File: config.mk
export PLATFORM = sky130hd
export DESIGN_NAME = sw2_serial_adder
export DESIGN_NICKNAME = d
export VERILOG_FILES = /design/src/rtl/sw2_serial_adder.sv
export SDC_FILE = /design/constraint.sdc
export NUM_CORES = 1
export LEC_CHECK = 0
export ABC_AREA = 1
export BUFFER_PORTS_ARGS = -buffer_cell sky130_fd_sc_hd__buf_4
export CORE_UTILIZATION = 40
export DETAILED_ROUTE_END_ITERATION = 16
export SYNTH_ARGS = -nofsm -noshare
export SYNTH_HDL_FRONTEND = slang
export SYNTH_SLANG_ARGS = --single-unit
File: constraint.sdc
create_clock -name clk -period 2 [get_ports clk]
set_clock_uncertainty 0.15 [all_clocks]
set_input_delay 0.4 -clock clk [delete_from_list [all_inputs] [get_ports clk]]
set_output_delay 0.4 -clock clk [all_outputs]
set_load 0.01 [all_outputs]
File: src/rtl/sw2_serial_adder.sv
// Bit-serial adder: one full-adder step per clock, built from two half-adder
// cells and an OR, with a start/busy/done handshake around WIDTH shift steps.

module sw2_ha_cell (
   input  logic x,
   input  logic y,
   output logic s,
   output logic co
);
   assign s  = x ^ y;
   assign co = x & y;
endmodule

module sw2_serial_adder #(
   parameter int WIDTH = 8
) (
   input  logic             clk,
   input  logic             rst_n,
   input  logic             start,
   input  logic [WIDTH-1:0] a,
   input  logic [WIDTH-1:0] b,
   input  logic             cin,
   output logic             busy,
   output logic             done,
   output logic [WIDTH-1:0] sum,
   output logic             cout
);
   localparam int CW = $clog2(WIDTH + 1);
   localparam logic [CW-1:0] LAST = CW'(WIDTH - 1);

   typedef enum logic [1:0] {IDLE, RUN, DONE} state_t;

   state_t           state_q;
   logic [WIDTH-1:0] sa_q, sb_q, acc_q, sum_q;
   logic [CW-1:0]    cnt_q;
   logic             c_q, cout_q, busy_q, done_q;

   logic             h1_s, h1_c, h2_s, h2_c;
   logic             bit_d, c_d;
   logic [WIDTH-1:0] acc_d;

   sw2_ha_cell u_h1 (.x(sa_q[0]), .y(sb_q[0]), .s(h1_s), .co(h1_c));
   sw2_ha_cell u_h2 (.x(h1_s),    .y(c_q),     .s(h2_s), .co(h2_c));

   assign bit_d = h2_s;
   assign c_d   = h1_c | h2_c;
   // LSB-first results enter at the top, so bit i lands at acc[i] after WIDTH shifts
   assign acc_d = {bit_d, acc_q[WIDTH-1:1]};

   always_ff @(posedge clk or negedge rst_n) begin
      if (!rst_n) begin
         state_q <= IDLE;
         sa_q    <= '0;
         sb_q    <= '0;
         acc_q   <= '0;
         sum_q   <= '0;
         cnt_q   <= '0;
         c_q     <= 1'b0;
         cout_q  <= 1'b0;
         busy_q  <= 1'b0;
         done_q  <= 1'b0;
      end else begin
         done_q <= 1'b0;
         case (state_q)
            IDLE, DONE: begin
               if (start) begin
                  sa_q    <= a;
                  sb_q    <= b;
                  c_q     <= cin;
                  cnt_q   <= '0;
                  state_q <= RUN;
                  busy_q  <= 1'b1;
               end else begin
                  state_q <= IDLE;
               end
            end
            RUN: begin
               acc_q <= acc_d;
               sa_q  <= {1'b0, sa_q[WIDTH-1:1]};
               sb_q  <= {1'b0, sb_q[WIDTH-1:1]};
               c_q   <= c_d;
               cnt_q <= cnt_q + 1'b1;
               if (cnt_q == LAST) begin
                  sum_q   <= acc_d;
                  cout_q  <= c_d;
                  state_q <= DONE;
                  busy_q  <= 1'b0;
                  done_q  <= 1'b1;
               end
            end
            default: begin
               state_q <= IDLE;
               busy_q  <= 1'b0;
            end
         endcase
      end
   end

   assign busy = busy_q;
   assign done = done_q;
   assign sum  = sum_q;
   assign cout = cout_q;
endmodule

# Word level (Yosys, flattened, before mapping)
# Cells that the tools add are included.
[op_classes]
n_addsub = 1
n_eq_ne = 5
muxes = 16
n_bitwise = 5
n_reduce_logical = 6
[ops]
columns = ["cell", "n"]
rows = [
  ["one-hot mux 8 bit (2 select lines)", 2],
  ["2-to-1 mux 8 bit", 2],
  ["one-hot mux 4 bit (2 select lines)", 1],
  ["2-to-1 mux 1 bit", 6],
  ["AND reduction 2 bit", 3],
  ["adder 4 x 1 -> 4 bit (second input constant)", 1],
  ["equality test 4 x 3 -> 1 bit (second input constant)", 1],
  ["2-to-1 mux 4 bit", 1],
  ["inequality test 2 bit (second input constant)", 2],
  ["one-hot mux 1 bit (2 select lines)", 2],
  ["one-hot mux 2 bit (2 select lines)", 1],
  ["AND 1 bit", 2],
  ["equality test 2 x 1 -> 1 bit (second input constant)", 1],
  ["equality test 2 bit (second input constant)", 1],
  ["logical NOT 2 bit", 1],
  ["2-to-1 mux 2 bit", 1],
  ["nonzero test 2 bit", 1],
  ["OR reduction 2 bit", 1],
  ["XOR 1 bit", 2],
  ["bitwise OR 1 bit", 1],
]
[totals]
reg_bits = 42
inputBits = 20
output_inout_bits = 11
wordCells = 43

# Longest topological paths before layout
[depth]
ltp_word = 4
depth_mapped = 8
depth_no_buf = 7

# Hierarchy
# Synthesis repeated with hierarchy kept, for this count alone.
[unflattened]
hier_cells = 225
area_unflattened_um2 = 1833.0
[by_module_without_submodules]
columns = ["mod", "n_inst", "cells_each", "area_per_inst_um2", "seq_area_each_um2"]
rows = [
  ["sw2_serial_adder", 1, 223, 1808.0, 1026.0],
  ["sw2_ha_cell", 2, 1, 12.5, 0.0],
]

# Worst setup path before layout
# OpenSTA, ideal clock, no wires.
[synth_path]
path_kind = "register to register"
from = "reg cnt_q[0]"
to = "reg cout_q (netlist: cout)"
setup_time_ns = 0.117
arrival_ns = 1.108
required_ns = 1.733
setup_slack_ns = 0.625
path_stages_with_launch = 8
n_path_buf = 1
period_less_slack_ns = 1.375
path_cell_list = "dfrtp_1 > ha_1 > nand2_2 > nor2_4 > nand2_2 > buf_6 > nand2_1 > nand2_1"
[synth_between]
elab_chain_cells = 2
[synth_lines]
columns = ["item", "line", "source"]
rows = [
  ["start: declaration", "35", "logic [CW-1:0] cnt_q;"],
  ["start signal: assignment", "82", "cnt_q <= cnt_q + 1'b1;"],
  ["equality test 4 x 3 -> 1 bit", "83", "if (cnt_q == LAST) begin"],
  ["AND reduction 2 bit (no source line)", "--", ""],
  ["end signal: assignment", "59", "cout_q <= 1'b0;"],
  ["end signal: assignment", "85", "cout_q <= c_d;"],
  ["end: declaration", "36", "logic c_q, cout_q, busy_q, done_q;"],
]
# Every way passes these cells.
# A chain may end at the register's enable or synchronous reset.

# Worst setup path in the final report
[layout_path]
from = "reg cnt_q[0]"
to = "reg sum_q[4] (netlist: sum[4])"
[layout_between]
elab_chain_cells = 2
[layout_lines]
columns = ["item", "line", "source"]
rows = [
  ["equality test 4 x 3 -> 1 bit", "83", ""],
  ["AND reduction 2 bit (no source line)", "--", ""],
  ["end signal: assignment", "56", "sum_q <= '0;"],
  ["end signal: assignment", "84", "sum_q <= acc_d;"],
  ["end: declaration", "34", "logic [WIDTH-1:0] sa_q, sb_q, acc_q, sum_q;"],
]
# Every way passes these cells.

==> results.yml <==
layout:
  multiInputGateArea_um2: 644
  finish.utilization_pct: 49.7
  seqCellArea_um2: 1030
  final_area_um2: 2180
  nNetsFinal: 282
  area_growth_pct: 19.2
  drive_gt1_share_pct: 17.7
  n_antenna_cell: 0
  n_fill_cell: 443
  final_cells: 312
placement:
  gp_congestion: 0.713
  pre_cts_ws_ns: 0.478
  place_area_um2: 2080
  dp_cells: 304
  dpl.hpwl_mm: 2.11
  io_buffers: 30
synthesis:
  syn_area_um2: 1830
  syn_area_per_cell_um2: 8.09
  ys_top_cells_by_count: "nand2_1 (120), dfrtp_1 (41), inv_1 (25)"
  synth_area_leader_cell: "dfrtp_1"
  yosysMostFrequentCell: "nand2_1"
  ys_ff_latch: 41
  synth-edff-count: 0
  yosys_warnings: 0
  synth.yosys.seq_area_share_pct: 56.1
  yosys.area.top_type_share_pct: 56.1
  ys_top_cells_by_area: "dfrtp_1 (56%), nand2_1 (25%), inv_1 (5.1%), nand3_1 (3.6%), buf_6 (1.8%)"
  synth_ff_type: "dfrtp_1"
  synth_cell_types: 18
  async_flop_share_pct: 100
  synth_cells: 226
  synth_nets: 248
timing:
  rsz0062_at_grt: "no"
  setup_ws_ns: 0.478
  relSlewSlack_pct: 65.5
  setup_viol: 0
  worstMarginPinSlew_ns: 0.518
  fin_crit_sh_pct: 76.1
  period_needed_ns: 1.52
  setup_tns_ns: 0
  hold_slack_ns: 0.158
  max_freq_mhz: 657
  slew_viol_final: 0
  final_hold_viol_count: 0
routing:
  firstDrtPassIters: 4
  drc: 0
  ant_nets: 0
  drtIter0Drc: 98
  drt_wl_total_mm: 3.22
  vias: 1410
  wl_per_cell_um: 10.3
  vias_per_cell: 4.52
job:
  cap_violations: 0
worst_setup_path:
  worstSetupEndpoint: "sum[4]$_DFFE_PN0P_"
  cp_cell_sequence: "ha_1 -> nand2_2 -> nor2_4 -> nand2_2 -> nand2_1 -> nand2_1"
  path_class: "reg -> reg"
  path_buf_inv: 0
  rr_startpoint: "cnt_q[0]$_DFFE_PN0P_"
  crit_slowest_cell: "dfrtp_1"
  cp_top_family: "simple AND/OR/NAND/NOR gates"
  end_kind: "register"
  worst-path-max-fanout: 11
  required_ns: 2.03
  cp_data_arrival_time_ns: 1.55
  r2r-end: "sum[4]$_DFFE_PN0P_"
  cp-startpoint: "cnt_q[0]$_DFFE_PN0P_"
  start_kind: "register"
  r2r_slack_ns: 0.48
  r2r.worst_path.cells: 6
  critPathMaxStageDelay_ns: 0.41
  path_depth: 6
clock_tree:
  cts_resized: 0
  clockBufferDepth: 2
  clock-root-buffer: "clkbuf_8"
  cts.sinks: 41
  cts.htree.levels: 2
  cts_buffers: 5
  clock_latency_ns: 0.28
  cts_tree: "built"
  path_clk_slew_ns: 0.07
grt:
  grt_antenna_before_repair: 0
  grt_pass1_vias: 1402
  overflow: 0
  grt_max_degree: 42
  grt_pass1_wl_mm: 6.02
  grt_usage_pct: 15.5
pwr:
  p_sw_share_pct: 38.8
  clock_power_share_pct: 16.4
  p_seq_share_pct: 44.3
  ir_worst_vdd_v: 0.000612
  intPower_mw: 1.99
  comb_power_share_pct: 39.3
  leakagePower_nw: 1.25
  switchingPower_mw: 1.26
  power.total_mw: 3.25
  powerDensity_nw_per_um2: 1490
floorplanning:
  die_area_um2: 4850
  dieHeight_um: 69.6
  row_count: 24
  io-pin-count: 31
  fp.coreArea_um2: 4380
  initial_core_util_pct: 41.7
  die_w_um: 69.6
run_status:
  outcome: "complete, no violations"
min_path:
  hold-path-cell-count: 3
  hp-class: "in -> reg"
==> area by class of cell <==
class                   count  share of cell area (%)
clock buffers               7                    3.96
inverters                  26                    4.59
multi-input cells         152                    29.6
flip-flops and latches     41                    47.1
well taps                  52                    2.99
repair buffers             34                    11.8
==> worst reg2reg max path: stages (launching register included) <==
cell and delay [ns]:
dfrtp_1 0.41, ha_1 0.22, nand2_2 0.09, nor2_4 0.20
nand2_2 0.20, nand2_1 0.10, nand2_1 0.05
==> cell families after synthesis <==
| family | share of synthesized area (%) |
|---|---|
| buffers and inverters | 8.69 |
| flip-flops | 56.1 |
| AND/OR/NAND/NOR | 31.3 |
| AO/OA/AOI/OAI | 2.19 |
| adder cells (fa/ha/maj) | 1.78 |
==> power groups by stage <==
stage	clock network (mW)	logic [mW]	registers, mW
after floorplan	0	0.916	1.45
after global placement	0	1.27	1.45
after detailed placement	0	1.30	1.45
after CTS	0.558	1.31	1.44
after global routing	0.590	1.50	1.49
final	0.533	1.28	1.44
==> worst min-delay path by stage <==
stage          start                   end
2_1_floorplan  rst_n  acc_q[1]$_DFFE_PN0P_
3_3_place_gp   rst_n  acc_q[4]$_DFFE_PN0P_
3_5_place_dp   rst_n    sum[3]$_DFFE_PN0P_
4_1_cts         a[7]   sa_q[7]$_DFFE_PN0P_
5_1_grt         a[7]   sa_q[7]$_DFFE_PN0P_
6_report        b[7]   sb_q[7]$_DFFE_PN0P_
==> registers in the layout, indices dropped and copies added, names as in the netlist <==
name and count:
done 1, cnt_q 4, busy 1, sum 8, sb_q 8, c_q 1, state_q 2, sa_q 8
acc_q 7, cout 1
==> per-layer routing <==
layer | track usage [%] | vias up | routed length (um)
li1 | - | 744 | -
met1 | 19.8 | 628 | 1560
met2 | 25.2 | 35 | 1480
met3 | 3.78 | 3 | 160
met4 | 6.00 | 0 | 30
met5 | 0 | - | 0
==> timing repair <==
item | CTS | global route
endpoints found under the hold margin | 41 | 0
hold buffers | 1 | 0
buffers inserted | 0 | 0
==> layout by cell type, fill, tap and decap left out, drive strengths merged <==
| cell | Yosys | layout |
|---|---|---|
| fa | 1 | 1 |
| ha | 1 | 1 |
| a21oi | 2 | 2 |
| or2 | 1 | 1 |
| nand2 | 123 | 123 |
| buf | 7 | 33 |
| clkbuf | 0 | 7 |
| dlygate4sd3 | 0 | 1 |
| o21ai | 6 | 6 |
| dfrtp | 41 | 41 |
| nand3 | 13 | 13 |
| inv | 26 | 26 |
| nand4 | 1 | 1 |
| nor2 | 4 | 4 |
(Power assumes the default switching activity.)
